### src/rtl/sqrt_pkg.sv
// Shared types and width helpers for the integer square-root engine.
// Kept free of parameters so any WIDTH instance can import it.
package sqrt_pkg;

  typedef enum logic [1:0] {
    IDLE,
    LIN,
    DIG,
    DONE
  } state_t;

  function automatic int half_w(input int w);
    return w / 2;
  endfunction

  function automatic int cnt_w(input int w);
    return $clog2(w / 2) + 1;
  endfunction

endpackage

### src/rtl/isqrt_digit_step.sv
// One restoring digit-by-digit square-root iteration (one bit-pair).
// Purely combinational; the engine registers its outputs.
module isqrt_digit_step #(
  parameter int WIDTH = 16
) (
  input  logic [WIDTH/2+1:0] rm,
  input  logic [WIDTH/2+1:0] r,
  input  logic [1:0]         pair,
  output logic [WIDTH/2+1:0] rm_n,
  output logic [WIDTH/2+1:0] r_n
);
  import sqrt_pkg::*;

  localparam int SW = half_w(WIDTH) + 2;

  logic [SW-1:0] rm_p;
  logic [SW-1:0] trial;

  always_comb begin
    rm_p  = (rm << 2) | SW'(pair);
    trial = (r << 2) | SW'(1);
    if (rm_p >= trial) begin
      rm_n = rm_p - trial;
      r_n  = (r << 1) | SW'(1);
    end else begin
      rm_n = rm_p;
      r_n  = r << 1;
    end
  end

endmodule

### src/rtl/isqrt_engine.sv
// Sequential integer square root with a start/busy/done handshake.
// mode 0: odd-number accumulation, mode 1: restoring digit-by-digit.
module isqrt_engine #(
  parameter int WIDTH = 16
) (
  input  logic               clk,
  input  logic               clr,
  input  logic               start,
  input  logic               mode,
  input  logic [WIDTH-1:0]   din,
  output logic               busy,
  output logic               done,
  output logic [WIDTH/2-1:0] root,
  output logic [WIDTH/2:0]   rem
);
  import sqrt_pkg::*;

  localparam int HALF = half_w(WIDTH);
  localparam int CW   = cnt_w(WIDTH);
  localparam int SW   = HALF + 2;
  localparam int OW   = HALF + 1;

  generate
    if ((WIDTH % 2) != 0 || WIDTH < 4) begin : g_bad_width
      $error("isqrt_engine: WIDTH must be even and >= 4");
    end
  endgenerate

  state_t st_q;
  state_t st_d;

  logic [WIDTH-1:0] lin_r;
  logic [WIDTH-1:0] lin_rm;
  logic [OW-1:0]    odd;
  logic             lin_ge;

  logic [SW-1:0]    dig_r;
  logic [SW-1:0]    dig_rm;
  logic [SW-1:0]    step_r;
  logic [SW-1:0]    step_rm;
  logic [WIDTH-1:0] dig_sh;
  logic [CW-1:0]    cnt;
  logic             dig_last;

  assign lin_ge   = lin_rm >= WIDTH'(odd);
  assign dig_last = cnt == CW'(HALF - 1);

  assign busy = (st_q == LIN) || (st_q == DIG);
  assign done = (st_q == DONE);

  isqrt_digit_step #(
    .WIDTH (WIDTH)
  ) u_step (
    .rm   (dig_rm),
    .r    (dig_r),
    .pair (dig_sh[WIDTH-1 -: 2]),
    .rm_n (step_rm),
    .r_n  (step_r)
  );

  always_comb begin
    st_d = st_q;
    unique case (st_q)
      IDLE: if (start) st_d = mode ? DIG : LIN;
      LIN:  if (!lin_ge) st_d = DONE;
      DIG:  if (dig_last) st_d = DONE;
      DONE: st_d = IDLE;
      default: st_d = IDLE;
    endcase
  end

  always_ff @(posedge clk) begin
    if (clr) st_q <= IDLE;
    else     st_q <= st_d;
  end

  // Results only move on the final iteration edge, so they hold otherwise.
  always_ff @(posedge clk) begin
    if (clr) begin
      root   <= '0;
      rem    <= '0;
      lin_r  <= '0;
      lin_rm <= '0;
      odd    <= '0;
      dig_r  <= '0;
      dig_rm <= '0;
      dig_sh <= '0;
      cnt    <= '0;
    end else begin
      unique case (st_q)
        IDLE: begin
          if (start) begin
            lin_r  <= '0;
            lin_rm <= din;
            odd    <= OW'(1);
            dig_r  <= '0;
            dig_rm <= '0;
            dig_sh <= din;
            cnt    <= '0;
          end
        end
        LIN: begin
          if (lin_ge) begin
            lin_rm <= lin_rm - WIDTH'(odd);
            odd    <= odd + OW'(2);
            lin_r  <= lin_r + WIDTH'(1);
          end else begin
            root <= lin_r[HALF-1:0];
            rem  <= lin_rm[HALF:0];
          end
        end
        DIG: begin
          dig_rm <= step_rm;
          dig_r  <= step_r;
          dig_sh <= dig_sh << 2;
          cnt    <= cnt + CW'(1);
          if (dig_last) begin
            root <= step_r[HALF-1:0];
            rem  <= step_rm[HALF:0];
          end
        end
        DONE: ;
        default: ;
      endcase
    end
  end

endmodule

### config.mk
export PLATFORM = sky130hd
export DESIGN_NAME = isqrt_engine
export DESIGN_NICKNAME = d
export VERILOG_FILES = /design/src/rtl/sqrt_pkg.sv /design/src/rtl/isqrt_digit_step.sv /design/src/rtl/isqrt_engine.sv
export SDC_FILE = /design/constraint.sdc
export NUM_CORES = 1
export LEC_CHECK = 0
export CORE_ASPECT_RATIO = 1.4
export CORE_MARGIN = 2
export CORE_UTILIZATION = 50
export DETAILED_ROUTE_END_ITERATION = 8
export PLACE_DENSITY_LB_ADDON = 0.1
export SLEW_MARGIN = 20
export SYNTH_ARGS = -nofsm -noshare
export SYNTH_HDL_FRONTEND = slang
export SYNTH_SLANG_ARGS = --single-unit
### constraint.sdc
create_clock -name clk -period 3.5 [get_ports clk]
set_clock_uncertainty 0.2 [all_clocks]
set_input_delay 0.525 -clock clk [delete_from_list [all_inputs] [get_ports clk]]
set_output_delay 0.525 -clock clk [all_outputs]
set_load 0.03 [all_outputs]
==> impl_metrics.py <==
metrics = {
    "drt": {
        "detail-route-antenna-nets": 0,
        "post-route-drc-count": 0,
        "first_iter_violations": 231,
        "vias": 4630,
        "dr.pass1.iters": 4,
        "vias_per_cell": 5.868,
        "wl_per_cell_um": 17.46,
        "routed_wl_um": 13780,
    },
    "hold_path": {
        "min_path_cells": 1,
        "hold_class": "reg -> reg",
        "min-delay-start": "odd[7]",
        "hold_end": "odd[7]",
    },
    "floorplanning": {
        "die-area_mm2": 0.01105,
        "die-width_um": 89.42,
        "initial_core_util_pct": 51.31,
        "rows": 43,
        "dieHeight_um": 123.6,
        "core-area_mm2": 0.009953,
        "num_io_pins": 39,
    },
    "clocking": {
        "cts_buffers": 9,
        "clockBufferDepth": 2,
        "clk_pin_slew_ns": 0.06,
        "cts_resized": 0,
        "tritoncts": "built",
        "clock-sinks": 88,
        "h-tree-depth": 3,
        "root_buffer": "clkbuf_16",
        "hold_buffers": 0,
        "postCtsSetupBuffers": 0,
        "clk_latency_ns": 0.35,
    },
    "timing": {
        "rsz0062_at_grt": "false",
        "hold_ws_ns": 0.2534,
        "hold_violations": 0,
        "fin_crit_ns": 2.972,
        "max-slew-margin-rel_pct": 38.58,
        "maxSlewViolCount": 0,
        "fmax_mhz": 336.5,
        "setup_viol": 0,
        "totalNegativeSetupSlack_ns": 0,
        "fin_ws_ns": 0.5282,
        "finalCritPeriodShare_pct": 84.91,
        "worst_pin_slew_ns": 0.9194,
    },
    "setup_path": {
        "required_ns": 3.49,
        "critPathLaunchType": "flip-flop",
        "crit_top_cell": "a21oi_1",
        "r2r_end": "lin_r[2]",
        "crit_start": "odd[4]",
        "crit_buf_inv": 1,
        "critPathKind": "reg -> reg",
        "crit_chain": "inv_1 -> ha_1 -> a21o_1 -> a21oi_1 -> a21oi_1 -> o21bai_1 -> or3b_2 -> a21oi_1",
        "crit_fanout": 12,
        "cp_data_arrival_time_ns": 2.96,
        "rrSetupSlack_ns": 0.53,
        "cpPeakStageDelay_ns": 0.75,
        "rr_startpoint": "odd[4]",
        "cp-end-kind": "flip-flop",
        "reg2regPathDepth": 8,
        "critPathTopFamily": "compound AO/OA/AOI/OAI gates",
        "critPathSlowestCell": "o21bai_1",
    },
    "synth": {
        "synthCells": 625,
        "synth_nets": 672,
        "synthFlopType": "dfxtp_1",
        "yosysWarnings": 0,
        "ys_seq_area_share_pct": 34.49,
        "postSynthAreaPerCell_um2": 8.172,
        "syn_area_mm2": 0.005107,
        "synth-async-reset-ratio_pct": 0,
        "synth_cell_type_count": 63,
        "synth_seq_cells": 88,
        "synth-edff-count": 0,
    },
    "cells_and_area": {
        "final_core_util_pct": 59.08,
        "drive_gt1_share_pct": 7.187,
        "multiInputGateArea_mm2": 0.003075,
        "final_area_mm2": 0.005881,
        "nets": 696,
        "fillCellCount": 904,
        "antenna_cells": 0,
        "area_growth_pct": 15.14,
        "final-seq-area_mm2": 0.001762,
        "stdcell_count": 789,
    },
    "place": {
        "place_area_mm2": 0.005607,
        "post-place-ws_ns": 0.5802,
        "io_buffer_count": 38,
        "dp.cells": 773,
        "dp_hpwl_um": 10150,
        "gp_congestion": 0.9200,
    },
    "global_routing": {
        "grt_pass1_vias": 4323,
        "grt_max_degree": 78,
        "antenna_found_initial": 0,
        "grt_overflow": 0,
        "grt_usage_pct": 26.37,
        "grt_pass1_wl_um": 21940,
    },
    "job": {
        "cap_viol_max_count": 0,
    },
    "pwr": {
        "total_leakage_power_nw": 2.114,
        "ir_drop_mv": 0.4148,
        "power_mw": 6.055,
        "p_per_area_mw_per_mm2": 1030,
    },
    "status": {
        "outcome": "completed",
    },
}
-- registers in the layout (all words and copies together) (netlist names) --
register / flops
lin_r: 8
st_q: 2
lin_rm: 16
dig_rm: 8
cnt: 4
odd: 9
rem: 9
root: 8
dig_r: 8
dig_sh: 16
-- how the worst max path moves through the flow --
stage	end	slack, ns	cells after the start
6_report	lin_r[2]	0.53	8
5_1_grt	lin_r[6]	0.33	8
4_1_cts	lin_r[2]	0.55	8
3_5_place_dp	lin_r[2]	0.58	8
3_3_place_gp	lin_r[2]	0.62	10
2_1_floorplan	lin_r[4]	1.04	11
-- Yosys cell counts, types with 2 or more instances --
cell	count	area, µm²
nor2b_1	2	12.51
o21ai_1	2	10.01
clkbuf_1	29	108.9
nor3_1	8	40.04
ha_1	26	325.3
mux2i_1	30	300.3
o32ai_1	2	17.52
or3b_1	2	17.52
o21ai_0	43	215.2
and2_1	6	37.54
nand2_2	2	12.51
nand3b_1	7	52.55
a22oi_1	13	97.59
a21oi_1	36	180.2
o221ai_1	2	17.52
nand2_1	39	146.4
a22o_1	6	52.55
xnor2_1	7	61.31
o211ai_1	5	37.54
a211oi_1	35	262.8
o21a_1	6	45.04
o31ai_1	2	15.01
nand4_1	5	31.28
buf_2	8	40.04
a221oi_1	3	26.28
nand2b_1	8	50.05
o2111ai_1	2	17.52
and3_1	7	43.79
o22ai_1	2	12.51
buf_1	2	7.510
dfxtp_1	88	1762
mux2_2	3	33.78
and4_1	3	26.28
xor2_1	4	35.03
inv_1	29	108.9
o31a_1	2	17.52
a21o_1	8	60.06
or3_1	5	31.28
nand4b_1	2	17.52
a31oi_1	9	56.30
a311oi_1	5	43.79
nor2_1	79	296.5
nand3_1	21	105.1
-- layer usage --
layer	GRT usage (%)	routed length (µm)	vias up
met3	4.573	387	23
met4	10.26	398	0
li1	-	-	2330
met2	45.05	6843	84
met1	32.63	6145	2193
met5	0	0	-
-- logic make-up (layout without fill, tap and decap cells) --
group / count (synthesis) / in the layout / synth area share [%]
AOI/OAI and AO/OA: 193 / 193 / 25.67
xor gates and xnor gates: 11 / 11 / 1.886
adders and majority gates: 27 / 27 / 6.761
buffers and inverters: 70 / 99 / 5.414
DFF: 88 / 88 / 34.49
muxes: 33 / 33 / 6.541
and+or+nand+nor: 203 / 203 / 19.23
-- layout by cell type (no fill, tap or decap), types with 7 or more instances in the layout --
cell type	n
inv_1	29
clkbuf_16	9
a21o_1	8
nor3_1	8
nand3b_1	7
a22oi_1	13
ha_1	25
clkdlybuf4s50_1	37
and3_1	7
buf_4	15
xnor2_1	7
o21ai_0	41
nand2_1	39
a21oi_1	36
a211oi_1	35
mux2i_1	30
nand3_1	21
nor2_1	79
dfxtp_1	88
nand2b_1	8
a31oi_1	9
-- final cells by class --
class / count / area share [%]
Multi-Input combinational cell: 467 / 52.30
Sequential cell: 88 / 29.96
Timing Repair Buffer: 53 / 8.298
Clock buffer: 10 / 3.894
Tap cell: 135 / 2.872
Inverter: 30 / 1.915
Clock inverter: 6 / 0.7660
-- power by group --
group | total [mW] | switching [mW] | internal, mW
Sequential | 1.50 | 0.216 | 1.28
Combinational | 3.66 | 2.20 | 1.46
Clock | 0.900 | 0.417 | 0.484
(Power assumes the default switching activity.)
